$ cat config.mk
export PLATFORM = sky130hd
export DESIGN_NAME = bus_ready_controller
export DESIGN_NICKNAME = d
export VERILOG_FILES = /design/src/rtl/bus_ready_controller.sv
export SDC_FILE = /design/constraint.sdc
export NUM_CORES = 1
export LEC_CHECK = 0
export ABC_AREA = 0
export ABC_CLOCK_PERIOD_IN_PS = 1400
export CAP_MARGIN = 20
export CORE_MARGIN = 5
export CORE_UTILIZATION = 25
export DETAILED_ROUTE_END_ITERATION = 7
export SYNTH_ARGS = -nofsm -noshare
export SYNTH_HDL_FRONTEND = slang
export SYNTH_SLANG_ARGS = --single-unit
$ cat constraint.sdc
create_clock -name clock -period 1.4 [get_ports clock]
set_input_delay 0.21 -clock clock [delete_from_list [all_inputs] [get_ports clock]]
set_output_delay 0.21 -clock clock [all_outputs]
set_load 0.01 [all_outputs]
$ cat src/rtl/bus_ready_controller.sv
// XT bus ready generator: per-cycle wait states plus synchronised I/O channel ready.
// Optional channel-ready timeout is compiled in with BUS_READY_TIMEOUT_EN.
module bus_ready_controller #(
   parameter int unsigned IO_WAIT_STATES  = 1,
   parameter int unsigned MEM_WAIT_STATES = 0,
   parameter int unsigned DMA_WAIT_STATES = 1,
   parameter int unsigned TIMEOUT_CYCLES  = 1023
) (
   input  logic clock,
   input  logic reset,
   input  logic io_channel_ready,
   input  logic address_enable_n,
   input  logic dma_wait_n,
   input  logic io_read_n,
   input  logic io_write_n,
   input  logic memory_read_n,
   input  logic memory_write_n,
   output logic processor_ready,
   output logic dma_ready,
   output logic bus_timeout
);

   localparam logic [1:0] IDLE         = 2'd0;
   localparam logic [1:0] WAIT_CNT     = 2'd1;
   localparam logic [1:0] WAIT_CHRDY   = 2'd2;
   localparam logic [1:0] HOLD_RELEASE = 2'd3;

   localparam logic [3:0] IO_N  = 4'(IO_WAIT_STATES);
   localparam logic [3:0] MEM_N = 4'(MEM_WAIT_STATES);
   localparam logic [3:0] DMA_N = 4'(DMA_WAIT_STATES);

   logic       chrdy_m;
   logic       chrdy_s;
   logic       cmd;
   logic       io_cmd;
   logic       cmd_q;
   logic       start;
   logic [1:0] state;
   logic [1:0] state_n;
   logic [3:0] count;
   logic [3:0] count_n;
   logic       path;
   logic       path_n;
   logic [3:0] load_val;
   logic       ready_n;
   logic       tmo_hit;

   assign cmd    = ~io_read_n | ~io_write_n | ~memory_read_n | ~memory_write_n;
   assign io_cmd = ~io_read_n | ~io_write_n;
   assign start  = cmd & ~cmd_q;

   // Two-flop synchroniser for the asynchronous channel-ready line
   always_ff @(posedge clock) begin
      if (reset) begin
         chrdy_m <= 1'b1;
         chrdy_s <= 1'b1;
      end else begin
         chrdy_m <= io_channel_ready;
         chrdy_s <= chrdy_m;
      end
   end

   // Command edge detector
   always_ff @(posedge clock) begin
      if (reset) begin
         cmd_q <= 1'b0;
      end else begin
         cmd_q <= cmd;
      end
   end

   // Wait-state count to load for the cycle type being started
   always_comb begin
      load_val = MEM_N;
      unique case (1'b1)
         address_enable_n:
            load_val = DMA_N;
         (~address_enable_n & io_cmd):
            load_val = IO_N;
         (~address_enable_n & ~io_cmd):
            load_val = MEM_N;
         default:
            load_val = MEM_N;
      endcase
   end

   // Next-state, counter and path selection; a dropped command always aborts
   always_comb begin
      state_n = state;
      count_n = count;
      path_n  = path;
      unique case (state)
         IDLE: begin
            if (start) begin
               path_n  = address_enable_n;
               count_n = load_val;
               if (load_val != 4'd0) begin
                  state_n = WAIT_CNT;
               end else begin
                  state_n = WAIT_CHRDY;
               end
            end
         end
         WAIT_CNT: begin
            count_n = count - 4'd1;
            if (count <= 4'd1) begin
               count_n = 4'd0;
               state_n = WAIT_CHRDY;
            end
         end
         WAIT_CHRDY: begin
            if (chrdy_s) begin
               state_n = HOLD_RELEASE;
            end else if (tmo_hit) begin
               state_n = HOLD_RELEASE;
            end
         end
         HOLD_RELEASE: begin
            state_n = HOLD_RELEASE;
         end
         default: begin
            state_n = IDLE;
         end
      endcase
      if (!cmd) begin
         state_n = IDLE;
         count_n = 4'd0;
      end
   end

   // Ready of the active path as it will be after this edge
   always_comb begin
      ready_n = 1'b1;
      if (state_n == WAIT_CNT) begin
         ready_n = 1'b0;
      end else if ((state_n == WAIT_CHRDY) && !chrdy_s) begin
         ready_n = 1'b0;
      end
   end

   // FSM state, wait counter and latched bus owner
   always_ff @(posedge clock) begin
      if (reset) begin
         state <= IDLE;
         count <= 4'd0;
         path  <= 1'b0;
      end else begin
         state <= state_n;
         count <= count_n;
         path  <= path_n;
      end
   end

   // Registered ready outputs routed to the owner of the current cycle
   always_ff @(posedge clock) begin
      if (reset) begin
         processor_ready <= 1'b1;
         dma_ready       <= 1'b1;
      end else begin
         processor_ready <= (path_n | ready_n) & dma_wait_n;
         dma_ready       <= ~path_n | ready_n;
      end
   end

`ifdef BUS_READY_TIMEOUT_EN
   localparam logic [15:0] TMO_N = 16'(TIMEOUT_CYCLES);

   logic [15:0] tcnt;
   logic [15:0] tcnt_inc;

   assign tcnt_inc = tcnt + 16'd1;
   assign tmo_hit  = (state == WAIT_CHRDY) & ~chrdy_s & (tcnt_inc == TMO_N);

   // Channel-ready watchdog: restarts on WAIT_CHRDY entry, pulses on expiry
   always_ff @(posedge clock) begin
      if (reset) begin
         tcnt        <= 16'd0;
         bus_timeout <= 1'b0;
      end else begin
         bus_timeout <= tmo_hit & cmd;
         if ((state_n == WAIT_CHRDY) && (state != WAIT_CHRDY)) begin
            tcnt <= 16'd0;
         end else if (state == WAIT_CHRDY) begin
            tcnt <= tcnt_inc;
         end
      end
   end
`else
   logic unused_timeout;

   assign unused_timeout = |TIMEOUT_CYCLES;
   assign tmo_hit        = 1'b0;
   assign bus_timeout    = 1'b0;
`endif

endmodule
Word-level counts from Yosys, hierarchy flattened --
Index checks and enable logic that the tools add are counted.
Cells by class: add/subtract/negate cells 1, mux-type cells 14, equal/unequal tests 6, bitwise operators 16, reduce and logical (&&, ||, !) cells 8, magnitude comparators 1
Operators by type and width (count):
- $mux 2 | 5
- $mux 4 | 2
- $not 1->1 | 8
- $pmux 2 s4 | 1
- $pmux 4 s2 | 1
- $eq 2x2->1 const B | 3
- $mux 1 | 5
- $or 1x1->1 | 5
- $eq 2x1->1 const B | 2
- $le 4x1->1 const B | 1
- $reduce_bool 4->1 | 1
- $reduce_or 2->1 | 2
- $sub 4x1->4 const B | 1
- $and 1x1->1 | 3
- $logic_not 2->1 | 1
- $ne 2x2->1 const B | 1
- $reduce_and 2->1 | 1
- $reduce_bool 2->1 | 1
- $logic_and 1x1->1 | 1
- $logic_not 1->1 | 1
Storage, ports and cells: register bits after elaboration 12

Longest topological paths before layout --
word-level depth 16, mapped depth 7, depth with buffers taken out 7

Worst setup path before layout --
Ideal clock, no wire load.
kind flip-flop to flip-flop, start point register count[0], end point register processor_ready, path slack -0.152 ns, stages on the path, launching flop included 8, data arrival time 1.478 ns, cells stage by stage dfxtp_1 > inv_1 > ha_1 > nor2_1 > o31ai_2 > and3_1 > mux2_1 > a31oi_1
Between the ends: cells in the longest elaborated chain, start to end 10, elaborated cells between the ends (all ways) 11, those cells by class order compare: 1; eq/ne: 2; mux: 5; bitwise: 2; reduce/logical: 1
RTL lines:
- start, declared | line 40 | logic [3:0] count;
- start signal, assigned | line 149 | count <= count_n;
- $le 4x1->1 (*) | line 106 | if (count <= 4'd1) begin
- $mux 2 (*) | line 106
- $pmux 2 s4 (*) | line 92 | unique case (state)
- $mux 2 (*) | line 125 | if (!cmd) begin
- $eq 2x2->1 | line 136 | end else if ((state_n == WAIT_CHRDY) && !chrdy_s) begin
- $logic_and 1x1->1 | line 136
- $mux 1 | line 136
- $mux 1 (*) | line 134 | if (state_n == WAIT_CNT) begin
- $or 1x1->1 (*) | line 160 | processor_ready <= (path_n | ready_n) & dma_wait_n;
- $and 1x1->1 (*) | line 160
- end signal, assigned | line 160
- end, declared | line 18 | output logic processor_ready,
Every way passes the cells marked *; elsewhere a longest branch is shown, timed or not. A chain may end at the register's enable or synchronous reset.

Worst setup path in the final report --
Same ends and word-level chain as after synthesis.

==> metrics.md <==
| Metric | Value |
|---|---|
| Status | finished with violations |
| Failing checks | setup timing |
| Die outline area | 3344 sq um |
| First-pass GRT wire length | 2566 um |
| Chip height | 57.83 um |
| Leakage | 0.0004156 uW |
| FFs w/ async S/R, synth | 0 |
| GP Congestion | between 0.8 and 0.9 |
| Dpl hpwl | 1156 um |
| Max incr delay on CP | 380 ps |
| Synthesized flop and latch total | 12 |
| CP Cell Sequence | inv_4 -> ha_4 -> nor2_4 -> o31ai_4 -> and3_1 -> mux2_4 -> a31oi_1 |
| Worst path bufs/invs | 1 |
| Remaining DRCs | 0 |
| Most common cell after layout, fill and taps aside | buf_4 |
| Post-Synth Adder-Cell Area | 0.04376 |
| Total grt overflow | 0 |
| Max Clock Skew | approximately 3.3 ps |
| Vias/cell | 4.543 |
| Slew Viols, Final | 0 |
| Post-synth EDFFs | 0 |
| CTS H-tree lvls | 1 |
| Syn_area_per_cell | about 8.8 sq um |
| Layout cells sized above 1 | 0.4653 |
| TritonRoute pass-1 iters | 3 |
| Clk slew on worst S/H paths | 70 ps |
| Multi-input gate area | approximately 380 sq um |
| Ant. Diodes | 0 |
| PwrDens | 1045 nW/um^2 |
| Initial antenna violation count | 0 |
| Final WL | 1538 um |
| Crit path capture type | flip-flop |
| Sequential cell area | 245.2 sq um |
| Post-placement cell area | 885.9 sq um |
| Post-synthesis compound-gate area fraction | 0.2188 |
| Mux share of post-synthesis cell area | 0.03720 |
| Finished Cell Area | 1002 sq um |
| Max cap viols | 0 |
| FP Rows | 17 |
| Max clock buf depth | 2 |
| Final setup viols | 3 |
| Final core utilization | 0.4575 |
| Syn. warnings | 0 |
| DR WL/cell | 11.92 um |
| Most frequent cells in the layout | buf_4 (21), dfxtp_1 (10), clkdlybuf4s50_1 (10) |
| CTS root buf | clkbuf_4 |
| Hold buffers post-CTS | 0 |
| Minimum clock period | 1492 ps |
| Worst Hold Class | reg -> reg |
| Mapped cell area | 571.8 sq um |
| Worst path required time | 1600 ps |
| Syn_nets | 76 |
| Crit-path max FO | 4 |
| Max Freq | around 0.67 GHz |
| Syn Inst Count | 65 |
| Chip width | just under 60 um |
| Ports | 12 |
| Post-Synth XOR/XNOR Area | 0 |
| CTS buffer count | 3 |
| CP delay by family, top | flip-flops |
| Setup TNS | -217.7 ps |
| TritonCTS clock tree | built |
| Setup ws final | -91.99 ps |
| GR Util All Layers | 0.1006 |
| # nets final | 113 |
| P&R area growth vs syn | 75.27% |
| Unrepaired setup endpoints after global routing | true |
| Worst skew pair latency | 270 ps |
| Ys flop type | dfxtp_1 |
| Crit path launch type | flip-flop |
| Port Buf Inserts | 10 |
| Initial core utilization | 0.2610 |
| Final hold vios | 0 |
| Largest net degree at the start of global routing | 8 |
| Post-DRT Antenna Nets | 0 |
| Core area | between 2000 and 2500 sq um |
| Synth unique cells | 27 |
| Largest family of logic cells by synthesized area | simple AND/OR/NAND/NOR gates |
| Seq/Total Area, Yosys | 0.4201 |
| CP Class | reg -> reg |
| Non-Filler Instances | 129 |
| Starting DRC count in detailed routing | 5 |
| CP max-delay cell | dfxtp_4 |
| Synth Area in Simple Gates | 0.2276 |
| DR vias | 586 |
| Worst vdd ir | approximately 0.55 mV |
| Fillers | between 200 and 250 |
| Clock Sinks | 12 |
| Placed cells | 119 |
| Worst EP arrival | between 1500 and 2000 ps |
| Tcrit/Tclk final | 1.066 |
| Vias in the first global route | 623 |
registers in the layout (all words and copies together), names as in the netlist:
signal and cells:
dma_ready 1, chrdy_s 1, chrdy_m 1, count 4
state 2, processor_ready 1, cmd_q 1, path 1
report_power, final:
group	internal [uW]	switching (uW)	total (uW)	leakage, uW
Sequential	372	25.6	398	0.000100
Combinational	220	154	374	0.000295
Clock	158	117	275	0.0000210
Total	751	297	1050	0.000416
layer usage:
metal	share of wire	GRT usage
met3	0.039	0.02450
met1	0.41	0.1011
met4	0.011	0.04967
met2	0.54	0.1903
met5	0	0
synthesized netlist by cell type (2+ instances only):
| cell | instances | area [sq um] |
|---|---|---|
| ha_1 | 2 | 25.02 |
| a21oi_1 | 4 | 20.02 |
| inv_1 | 5 | 18.77 |
| nand2_1 | 4 | 15.01 |
| nor2_1 | 10 | 37.54 |
| o21ai_0 | 4 | 20.02 |
| dfxtp_1 | 12 | 240.2 |
| or2_2 | 2 | 12.51 |
| o31ai_2 | 2 | 25.02 |
| a31oi_1 | 3 | 18.77 |
worst paths after layout:
kind / startpoint / endpoint / slack (ps) / depth (start not counted)
min reg2reg: chrdy_m$_SDFF_PP1_ / chrdy_s$_SDFF_PP1_ / 410 / 1
max: count[0]$_SDFFE_PP0P_ / processor_ready$_SDFF_PP1_ / -90 / 7
max reg2reg: count[0]$_SDFFE_PP0P_ / processor_ready$_SDFF_PP1_ / -90 / 7
min: chrdy_m$_SDFF_PP1_ / chrdy_s$_SDFF_PP1_ / 410 / 1
worst reg2reg max path, stage by stage (launching register included):
cell,delay (ps)
dfxtp_4,380
inv_4,40
ha_4,160
nor2_4,140
o31ai_4,90
and3_1,200
mux2_4,280
a31oi_1,130
repair_timing:
| action | 4_1_cts | 5_1_grt |
|---|---|---|
| setup endpoints to repair | 5 | 7 |
| setup buffers | 5 | 1 |
| gates resized for setup | 2 | 10 |
| pin swaps | 7 | 1 |
layout make-up:
type | count | share of cell area
timing repair buffer | 33 | 0.2797
sequential | 12 | 0.2447
multi-input combinational | 47 | 0.3808
tap | 28 | 0.03496
clock buffer | 4 | 0.03620
inverter | 5 | 0.02372
cells by family (layout without fill, tap and decap cells):
family | count (synthesis) | in the layout
multiplexers | 2 | 2
other | 1 | 1
AO/OA/AOI/OAI | 17 | 17
buffers and inverters | 6 | 42
AND/OR/NAND/NOR | 25 | 25
flip-flops | 12 | 12
adder cells (fa/ha/maj) | 2 | 2
metrics by stage:
stage | hold slack, ps | power [uW] | worst slack [ps]
global route | 437.7 | 1110 | -183.6
detailed placement | 396.7 | 716.5 | -336.4
CTS | 416.0 | 1034 | -97.25
floorplan | 294.1 | 566.0 | -40.52
finish | 412.3 | 1047 | -91.99
global placement | 394.3 | 711.8 | -317.6
No activity file was read; power rests on OpenSTA's default activity.
